**src/rtl/reg_bank_pkg.sv**
```systemverilog
// reg_bank_pkg: shared parameter defaults and operation encoding for the register bank
package reg_bank_pkg;
    localparam int DEF_WIDTH = 4;
    localparam int DEF_DEPTH = 4;
    localparam int DEF_WRAP  = 1;
    typedef enum logic [1:0] {OP_NONE, OP_WRITE, OP_INC, OP_CLEAR} op_t;
endpackage

```
**src/rtl/reg_cell.sv**
```systemverilog
// reg_cell: one bank entry with load, increment (wrap or saturate) and combinational overflow flag
module reg_cell
    import reg_bank_pkg::*;
#(
    parameter int WIDTH = DEF_WIDTH,
    parameter int WRAP  = DEF_WRAP
) (
    input  logic             clk,
    input  logic             clr,
    input  logic             i_sclr,
    input  logic             i_load,
    input  logic             i_inc,
    input  logic [WIDTH-1:0] i_d,
    output logic [WIDTH-1:0] o_q,
    output logic             o_ovf
);
    logic [WIDTH-1:0] r_q;
    logic             w_full;
    assign w_full = &r_q;
    assign o_ovf  = i_inc & w_full & ~i_load & ~i_sclr;
    assign o_q    = r_q;
    always_ff @(posedge clk or negedge clr) begin
        if (!clr) r_q <= '0;
        else if (i_sclr) r_q <= '0;
        else if (i_load) r_q <= i_d;
        else if (i_inc && !(w_full && WRAP == 0)) r_q <= r_q + WIDTH'(1);
    end
endmodule

```
**src/rtl/reg_bank.sv**
```systemverilog
// reg_bank: DEPTH x WIDTH register bank with write/increment port, registered read port
// and a registered one-cycle overflow pulse.
module reg_bank
    import reg_bank_pkg::*;
#(
    parameter int  WIDTH = DEF_WIDTH,
    parameter int  DEPTH = DEF_DEPTH,
    parameter int  WRAP  = DEF_WRAP,
    localparam int AW    = $clog2(DEPTH)
) (
    input  logic             clk,
    input  logic             clr,
    input  logic             sclr,
    input  logic             inen,
    input  logic             inc,
    input  logic [AW-1:0]    wr_addr,
    input  logic [WIDTH-1:0] data_in,
    input  logic             oen,
    input  logic [AW-1:0]    rd_addr,
    output logic [WIDTH-1:0] data_out,
    output logic             out_valid,
    output logic             ovf
);
    op_t              w_op;
    logic [DEPTH-1:0] w_load;
    logic [DEPTH-1:0] w_inc;
    logic [DEPTH-1:0] w_ovf;
    logic [WIDTH-1:0] w_q [DEPTH];
    logic [WIDTH-1:0] w_rd;
    logic [WIDTH-1:0] r_data;
    logic             r_valid;
    logic             r_ovf;

    assign w_op = sclr ? OP_CLEAR : inen ? OP_WRITE : inc ? OP_INC : OP_NONE;

    // Addresses >= DEPTH match no cell, so they are silently dropped.
    genvar g;
    generate
        for (g = 0; g < DEPTH; g++) begin : g_cell
            assign w_load[g] = (w_op == OP_WRITE) && (wr_addr == AW'(g));
            assign w_inc[g]  = (w_op == OP_INC) && (wr_addr == AW'(g));
            reg_cell #(.WIDTH(WIDTH), .WRAP(WRAP)) u_cell (
                .clk    (clk),
                .clr    (clr),
                .i_sclr (w_op == OP_CLEAR),
                .i_load (w_load[g]),
                .i_inc  (w_inc[g]),
                .i_d    (data_in),
                .o_q    (w_q[g]),
                .o_ovf  (w_ovf[g])
            );
        end
    endgenerate

    always_comb begin
        w_rd = '0;
        for (int i = 0; i < DEPTH; i++) w_rd = (rd_addr == AW'(i)) ? w_q[i] : w_rd;
    end

    always_ff @(posedge clk or negedge clr) begin
        if (!clr) begin
            r_data  <= '0;
            r_valid <= 1'b0;
            r_ovf   <= 1'b0;
        end else begin
            r_valid <= oen;
            if (oen) r_data <= w_rd;
            r_ovf <= |w_ovf;
        end
    end

    assign data_out  = r_data;
    assign out_valid = r_valid;
    assign ovf       = r_ovf;
endmodule

```
**config.mk**
```make
export PLATFORM = sky130hd
export DESIGN_NAME = reg_bank
export DESIGN_NICKNAME = d
export VERILOG_FILES = /design/src/rtl/reg_bank_pkg.sv /design/src/rtl/reg_cell.sv /design/src/rtl/reg_bank.sv
export SDC_FILE = /design/constraint.sdc
export NUM_CORES = 1
export LEC_CHECK = 0
export ABC_CLOCK_PERIOD_IN_PS = 2200
export CORE_ASPECT_RATIO = 1.5
export CORE_MARGIN = 8
export CORE_UTILIZATION = 58
export DETAILED_ROUTE_END_ITERATION = 6
export DONT_BUFFER_PORTS = 1
export MAX_ROUTING_LAYER = met4
export PLACE_DENSITY = 0.74
export SYNTH_ARGS = -nofsm -noshare
export SYNTH_HDL_FRONTEND = slang
export SYNTH_HIERARCHICAL = 1
export SYNTH_SLANG_ARGS = --single-unit
```
**constraint.sdc**
```tcl
create_clock -name clk -period 2.2 [get_ports clk]
set_input_delay 0.44 -clock clk [delete_from_list [all_inputs] [get_ports clk]]
set_output_delay 0.44 -clock clk [all_outputs]
set_load 0.01 [all_outputs]
```
==> results of run 1 <==
## path summary, 6_finish.rpt
path,start,to,slack [ps],depth (start not counted)
setup / recovery,inen,ovf,690,5
min in group asynchronous,clr,g_cell[0].u_cell/o_q[1],750,1
max in group asynchronous,clr,data_out[2],840,1
hold / removal,oen,out_valid,160,0
hold reg to reg,data_out[1],data_out[1],590,2
setup reg to reg,g_cell[1].u_cell/o_q[0],ovf,770,4
## stage by stage
step / cell area (sq um) / total power, mW / setup WS (ps) / utilization / instances
finish: 1390 / 0.684 / 686 / 0.631 / 161
global route: 1390 / 0.712 / 645 / 0.631 / 161
detailed placement: 1360 / 0.504 / 368 / 0.616 / 157
CTS: 1390 / 0.692 / 693 / 0.631 / 161
floorplan: 1330 / 0.498 / 488 / - / 136
global placement: 1360 / 0.501 / 415 / 0.616 / 157
## kinds of logic after synthesis
kind of cell	Yosys count	share of synthesized area
simple gates	44	0.169
flops	22	0.413
compound gates	20	0.101
mux	20	0.154
buf+inv	14	0.0460
xor+xnor	12	0.0789
fa+ha+maj	4	0.0376
## final cells by class
type,instances,area share
well taps,23,0.0207
flip-flops and latches,22,0.395
repair buffers,5,0.0288
clock buffers,3,0.0162
inverters,8,0.0216
multi-input cells,100,0.518
## worst max-delay path: stages
cell	delay, ps
or3b_4	400
nor3_2	290
nand2_1	150
nor4_1	330
or4_1	170
## cell usage in the layout (no fill, tap or decap)
master	instances
a21oi_1	8
buf_4	4
clkbuf_4	3
dfrtp_1	22
dlygate4sd3_1	1
ha_1	4
inv_1	8
mux2_1	4
mux2i_1	16
nand2_1	10
nand2b_1	7
nand4_1	4
nor2_1	14
nor3_1	1
nor3_2	1
nor4_1	4
o21a_1	8
o221ai_1	4
or2b_1	1
or3b_4	1
or4_1	1
xnor2_1	8
xor2_1	4
## power breakdown
part | internal, mW | switching, mW | total, mW | leakage [nW]
clock | 0.0638 | 0.115 | 0.179 | 0.0138
sequential | 0.418 | 0.0167 | 0.435 | 0.301
combinational | 0.0351 | 0.0355 | 0.0706 | 0.348
total | 0.517 | 0.167 | 0.684 | 0.663
## registers in the layout (all words and copies together) (netlist names)
| register | cells |
|---|---|
| g_cell.u_cell/o_q | 16 |
| out_valid | 1 |
| data_out | 4 |
| ovf | 1 |
## routing by layer
metal | up-vias | global-route usage | wire length (um)
met5 | - | - | 0
met4 | 0 | 0.0563 | 19
met3 | 2 | 0.0316 | 230
met2 | 32 | 0.244 | 1390
met1 | 477 | 0.192 | 1170
li1 | 473 | - | -
## cell usage after synthesis (4+ instances only)
master / number / area, sq um
nor4_1: 4 / 25.0
xor2_1: 4 / 35.0
buf_2: 4 / 20.0
nand2b_1: 7 / 43.8
o21a_1: 8 / 60.1
inv_1: 8 / 30.0
nand4_1: 4 / 25.0
ha_1: 4 / 50.1
a21oi_1: 8 / 40.0
xnor2_1: 8 / 70.1
dfrtp_1: 22 / 551
nor2_1: 14 / 52.6
mux2i_1: 16 / 160
mux2_1: 4 / 45.0
nand2_1: 10 / 37.5
o221ai_1: 4 / 35.0
==> summary.md, run 1 <==
| Metric | Value |
|---|---|
| # rows | `21` |
| Critical Path RT | `~2500 ps` |
| Post-route ant nets | `0` |
| Ys Warns | `6` |
| Syn Area/Cell | `around 9.8 sq um` |
| DR iter-0 viols | `26` |
| Share of layout cells above drive strength 1 | `0.0652` |
| Final hold violation count | `0` |
| Fill cells | `about 200` |
| CP Launch Type | `input pin` |
| Sequential-to-total area share from yosys stat | `0.413` |
| Setup bufs post-CTS | `0` |
| Hold WC Path Type | `in -> reg` |
| Tot GR Track Use | `0.156` |
| CTS Sinks | `22` |
| NumNets Final | `roughly 160` |
| CP arrival | `around 1800 ps` |
| Worst vdd ir | `roughly 0.00034 V` |
| Post-route setup TNS | `0 ps` |
| CTS clk-pin slew, worst paths | `about 120 ps` |
| Post-synth net total | `about 150` |
| First-pass GRT wire length | `4700 um` |
| Via count | `between 900 and 1,000` |
| Total CTS buffers | `3` |
| Worst Path Max Fanout | `4` |
| Fin crit share | `0.688` |
| Distinct cell type count after synthesis | `23` |
| Post-CTS Hold Fix Bufs | `1` |
| Area grow syn2layout | `4.51%` |
| DIE WIDTH | `about 55 um` |
| Fin Hold WS | `between 150 and 200 ps` |
| CTS resizes | `0` |
| Register area | `between 500 and 600 sq um` |
| Crit Path Class | `in -> reg` |
| Drc violations | `0` |
| Fmax | `between 600 and 700 MHz` |
| Slew headroom | `0.323` |
| # diodes | `0` |
| Synthesized area | `1330 sq um` |
| Die area | `between 4000 and 5000 sq um` |
| Initial Util | `0.604` |
| First-pass iteration count of the detailed router | `4` |
| H-tree depth | `1` |
| Skew-Pair Late Insertion Delay | `approximately 300 ps` |
| Routed WL per cell | `17.5 um` |
| Top-Level Pins | `20` |
| Port Buffers | `0` |
| DP Wirelength | `between 2000 and 2500 um` |
| Avg Vias per Cell | `6.11` |
| Number of global-route vias before repair | `between 1,000 and 1,500` |
| Clk_skew | `around 7.4 ps` |
| Least-Margin Pin Slew | `just over 1000 ps` |
| Max Root-Sink Buffers | `2` |
| Leak Pwr | `roughly 0.66 nW` |
| # setup viols final | `0` |
| CTS tree | `built` |
| EDFF count, synth | `0` |
| Core Area | `about 2200 sq um` |
| Routed Wire Length | `roughly 2800 um` |
| Multi-input combinational cell area | `721 sq um` |
| Outcome | `finished clean` |
| Synthesized flop and latch total | `22` |
| CP Capture Type | `flop` |
| Async set-reset flop share out of synthesis | `1.00` |
| Initial antenna violation count | `0` |
| Root Buffer | `clkbuf_4` |
| Final Max Tran Viols | `0` |
| RSZ-0062 raised after global routing | `no` |
| Fin crit period | `about 1500 ps` |
| GP Congestion | `0.861` |
| Largest net degree at the start of global routing | `23` |
| Pwr/cell area | `between 400 and 500 nW/um^2` |
| Die H | `74.7 um` |
| Syn Inst Count | `136` |
| GRT Residual Overflow | `0` |
| Top FF cell, synth | `dfrtp_1` |
| Maxcap violations | `0` |
(Power assumes the default switching activity.)
==> inputs of run 2 (changes only) <==
ABC_CLOCK_PERIOD_IN_PS = 1220   (was 2200)
CORE_UTILIZATION = 56   (was 58)
clock period = 1.22 ns   (was 2.2 ns; I/O delays follow)
==> summary.md, run 2 (synthesized netlist as in run 1, its figures left out) <==
| Metric | Value |
|---|---|
| Final hold violation count | `0` |
| DIE WIDTH | `between 50 and 60 um` |
| Pwr/cell area | `809 nW/um^2` |
| Crit-path cells | `ha_4 > nand2_2 > nor4_2 > or4_1` |
| Switching share of power | `0.248` |
| Fmax | `around 730 MHz` |
| NumNets Final | `182` |
| GRT Residual Overflow | `0` |
| Slew headroom | `0.333` |
| Int Pwr | `~1.0 mW` |
| Port Buffers | `0` |
| First-pass iteration count of the detailed router | `4` |
| # setup viols final | `8` |
| Largest net degree at the start of global routing | `23` |
| Final worst slack | `-151 ps` |
| Total power | `1.38 mW` |
| Critical Path RT | `1410 ps` |
| Crit path buf inv count | `0` |
| CTS tree | `built` |
| # diodes | `0` |
| Crit Path Class | `reg -> reg` |
| RSZ-0062 raised after global routing | `yes` |
| CTS clk-pin slew, worst paths | `between 100 and 150 ps` |
| CP Capture Type | `flop` |
| Root Buffer | `clkbuf_4` |
| Die area | `4230 sq um` |
| CP Launch Type | `flop` |
| Tot GR Track Use | `0.160` |
| Area grow syn2layout | `27.6%` |
| Initial Util | `0.597` |
| Hold WC Path Type | `in -> reg` |
| Hold_sp | `sclr` |
| Initial antenna violation count | `0` |
| # rows | `21` |
| Comb power frac | `0.139` |
| Maxcap violations | `0` |
| Routed WL per cell | `~19 um` |
| Drc violations | `0` |
| H-tree depth | `1` |
| Number of global-route vias before repair | `approximately 1,200` |
| Most common cell after layout, fill and taps aside | `buf_4` |
| Die H | `75.7 um` |
| Core Area | `2230 sq um` |
| Max reg flops | `16` |
| DR iter-0 viols | `45` |
| Avg Vias per Cell | `6.13` |
| Least-Margin Pin Slew | `1000 ps` |
| Routed Wire Length | `3470 um` |
| Share of layout cells above drive strength 1 | `0.301` |
| Final Max Tran Viols | `0` |
| Top-Level Pins | `20` |
| RR Startpoint | `g_cell[1].u_cell/o_q[1]` |
| Skew-Pair Late Insertion Delay | `310 ps` |
| GP Congestion | `0.842` |
| Total CTS buffers | `3` |
| Clk_skew | `roughly 2.5 ps` |
| Clock share of power | `0.295` |
| DP Wirelength | `between 2000 and 2500 um` |
| Post-route ant nets | `0` |
| CP max stage delay | `about 520 ps` |
| Worst Path Max Fanout | `2` |
| Seq pwr share | `0.566` |
| First-pass GRT wire length | `around 5300 um` |
| Largest delay share family, worst path | `simple AND/OR/NAND/NOR gates` |
| CP arrival | `approximately 1600 ps` |
| Critical path launch point | `g_cell[1].u_cell/o_q[1]` |
| Fin crit period | `~1400 ps` |
| Most frequent cells in the layout | `buf_4 (25), dfrtp_1 (22), mux2i_1 (16), nor2_1 (11)` |
| Util after Layout | `0.761` |
| Worst vdd ir | `0.000756 V` |
| Slowest CP cell | `or4_1` |
| Psw | `0.341 mW` |
| Via count | `around 1,100` |
| Leak Pwr | `0.806 nW` |
| Outcome | `finished with violations` |
| Fin crit share | `1.12` |
| CTS Sinks | `22` |
| Max Root-Sink Buffers | `2` |
| Failing checks | `negative setup slack` |
[run 2: cell types whose count changed in the layout (fill, tap and decap cells not counted), sizes merged]
| cell | previous run | this run |
|---|---|---|
| dlymetal6s4s | 0 | 1 |
| dlygate4sd3 | 1 | 2 |
| clkbuf | 3 | 4 |
| buf | 4 | 26 |
[run 2: layout make-up]
cell class | instances | area, sq um
multi-input combinational | 100 | 823
inverter | 8 | 30.0
fill | 140 | 533
tap | 23 | 28.8
sequential | 22 | 551
timing repair buffer | 29 | 231
clock buffer | 4 | 36.3
[run 2: path summary, 6_finish.rpt]
kind / to / slack (ps) / depth (start not counted)
max: ovf / -150 / 4
min: g_cell[0].u_cell/o_q[3] / 70 / 2
max reg2reg: ovf / -150 / 4
min reg2reg: data_out[2] / 590 / 2
max in group asynchronous: g_cell[1].u_cell/o_q[1] / 460 / 1
min in group asynchronous: g_cell[1].u_cell/o_q[2] / 160 / 1
[run 2: power by group through the flow]
stage          Combinational (mW)  Clock (mW)  Sequential [mW]
2_1_floorplan               0.113           0            0.791
3_3_place_gp                0.141           0            0.788
3_5_place_dp                0.147           0            0.789
4_1_cts                     0.180       0.409            0.775
5_1_grt                     0.212       0.433            0.782
6_report                    0.191       0.406            0.778
[run 2: layer usage]
metal | wire [um] | vias up | track usage
met3 | 332 | 12 | 0.0450
li1 | - | 529 | -
met4 | 99 | 0 | 0.0563
met5 | 0 | - | -
met1 | 1270 | 547 | 0.168
met2 | 1770 | 53 | 0.285
[run 2: per-stage QoR]
stage | instances | worst slack (ps) | TNS [ps] | hold slack, ps | area [sq um]
2_1_floorplan | 136 | -249 | -2310 | -51.6 | 1360
3_3_place_gp | 172 | -289 | -3410 | -50.9 | 1490
3_5_place_dp | 172 | -363 | -4010 | -50.8 | 1490
4_1_cts | 183 | -129 | -370 | 66.0 | 1600
5_1_grt | 186 | -184 | -746 | 66.4 | 1700
6_report | 186 | -151 | -433 | 65.2 | 1700
[run 2: timing repair]
action,in CTS,in global routing
hold buffers,3,0
cloned,0,0
endpoints found under the setup margin,6,32
pin swaps,7,7
endpoints found under the hold margin,31,0
setup buffers,4,4
gates resized for setup,5,15
==> inputs of run 3 (changes only) <==
ABC_CLOCK_PERIOD_IN_PS = 1500   (was 1220)
CORE_UTILIZATION = 58   (was 56)
clock period = 1.5 ns   (was 1.22 ns; I/O delays follow)
==> summary.md, run 3 (synthesized netlist as in run 1, its figures left out) <==
| Metric | Value |
|---|---|
| Outcome | `finished clean` |
| Util after Layout | `0.663` |
| Avg Vias per Cell | `5.95` |
| Routed Wire Length | `between 2000 and 3000 um` |
| Tot GR Track Use | `0.156` |
| Final hold violation count | `0` |
| Placed inst area | `1410 sq um` |
| Comb power frac | `0.108` |
| Setup bufs post-CTS | `0` |
| Fin Hold WS | `~37 ps` |
| Core Area | `approximately 2200 sq um` |
| CTS Sinks | `22` |
| Die H | `roughly 75 um` |
| Final Max Tran Viols | `0` |
| Skew-Pair Late Insertion Delay | `310 ps` |
| Hold depth | `1` |
| Switching share of power | `0.243` |
| Hold path endpoint | `g_cell[1].u_cell/o_q[0]` |
| Share of layout cells above drive strength 1 | `0.125` |
| Total power | `roughly 1.1 mW` |
| Reg-to-reg slack, setup | `60 ps` |
| Fin crit period | `1440 ps` |
| Area grow syn2layout | `9.86%` |
| Most common cell after layout, fill and taps aside | `dfrtp_1` |
| Register area | `551 sq um` |
| RR Startpoint | `g_cell[1].u_cell/o_q[1]` |
| CP Launch Type | `flop` |
| Drc violations | `0` |
| Post-route ant nets | `0` |
| Port Buffers | `0` |
| Max reg flops | `16` |
| Worst vdd ir | `~0.00048 V` |
| # rows | `21` |
| CTS tree | `built` |
| Clock share of power | `0.305` |
| Least-Margin Pin Slew | `slightly above 1000 ps` |
| Most frequent cells in the layout | `dfrtp_1 (22), mux2i_1 (16), nor2_1 (11), nand2_1 (10)` |
| Seq pwr share | `0.587` |
| Maxcap violations | `0` |
| Largest net degree at the start of global routing | `23` |
| Pwr/cell area | `between 700 and 800 nW/um^2` |
| Max Root-Sink Buffers | `2` |
| GRT Residual Overflow | `0` |
| Root Buffer | `clkbuf_4` |
| Design Area, Final | `about 1500 sq um` |
| First-pass iteration count of the detailed router | `4` |
| Total CTS buffers | `3` |
| Clk_skew | `roughly 2.7 ps` |
| Number of global-route vias before repair | `997` |
| Slew headroom | `0.323` |
| Top-Level Pins | `20` |
| NumNets Final | `between 150 and 200` |
| CTS resizes | `0` |
| DIE WIDTH | `about 55 um` |
| Fill cells | `between 150 and 200` |
| DP Wirelength | `between 2000 and 2500 um` |
| Initial Util | `0.604` |
| Initial antenna violation count | `0` |
| Post-CTS Hold Fix Bufs | `2` |
| # setup viols final | `0` |
| Fin crit share | `0.957` |
| Crit Path Class | `reg -> reg` |
| CTS clk-pin slew, worst paths | `between 100 and 150 ps` |
| Int Pwr | `~0.82 mW` |
| H-tree depth | `1` |
| Multi-input combinational cell area | `738 sq um` |
| Leak Pwr | `roughly 0.70 nW` |
| Worst Path Max Fanout | `4` |
| Hold_sp | `sclr` |
| Die area | `about 4000 sq um` |
| Worst r2r dst | `ovf` |
| RSZ-0062 raised after global routing | `no` |
| Via count | `between 900 and 1,000` |
| First-pass GRT wire length | `approximately 4700 um` |
| Critical Path RT | `between 1500 and 2000 ps` |
| Reg2Reg Depth | `4` |
| Psw | `roughly 0.26 mW` |
| Fmax | `697 MHz` |
| DR iter-0 viols | `between 40 and 50` |
| Routed WL per cell | `17.4 um` |
| CP arrival | `~1600 ps` |
| # diodes | `0` |
| Hold WC Path Type | `in -> reg` |
| GP Congestion | `approximately 0.83` |
| CP Capture Type | `flop` |
==> run 3: through the flow <==
stage,TNS (ps),worst slack (ps),instances
CTS,0,58.4,167
finish,0,64.6,167
global route,0,24.7,167
floorplan,-66.4,-25.1,136
detailed placement,-319,-79.6,161
global placement,-286,-81.8,161
==> run 3: critical path, stage by stage (launching register included) <==
cell and delay [ps]:
dfrtp_1 440, ha_1 210, nand2_1 90, nor4_1 60, or4_1 520
==> run 3: per-layer routing <==
layer | global-route usage | part of all wire
met3 | 0.0356 | 0.074
met5 | - | 0
met4 | 0.0563 | 0.014
met1 | 0.177 | 0.43
met2 | 0.258 | 0.48
==> run 3: cell type report <==
class,count,share of cell area
tap,23,0.0197
multi-input combinational,100,0.504
inverter,8,0.0205
timing repair buffer,10,0.0547
sequential,22,0.376
clock buffer,4,0.0248
==> run 3: power by group through the flow <==
stage	sequential, mW	combinational (mW)	clock [mW]
floorplan	0.643	0.0911	0
finish	0.636	0.116	0.331
global placement	0.646	0.0973	0
global route	0.639	0.129	0.359
CTS	0.636	0.117	0.337
detailed placement	0.648	0.101	0
==> run 3: worst max-delay path by stage <==
stage / startpoint / to / slack (ps)
3_5_place_dp: inen / g_cell[2].u_cell/o_q[1] / -80
6_report: g_cell[1].u_cell/o_q[1] / ovf / 60
2_1_floorplan: inen / g_cell[2].u_cell/o_q[1] / -30
5_1_grt: g_cell[1].u_cell/o_q[1] / ovf / 20
3_3_place_gp: inen / g_cell[2].u_cell/o_q[1] / -80
4_1_cts: g_cell[1].u_cell/o_q[1] / ovf / 60
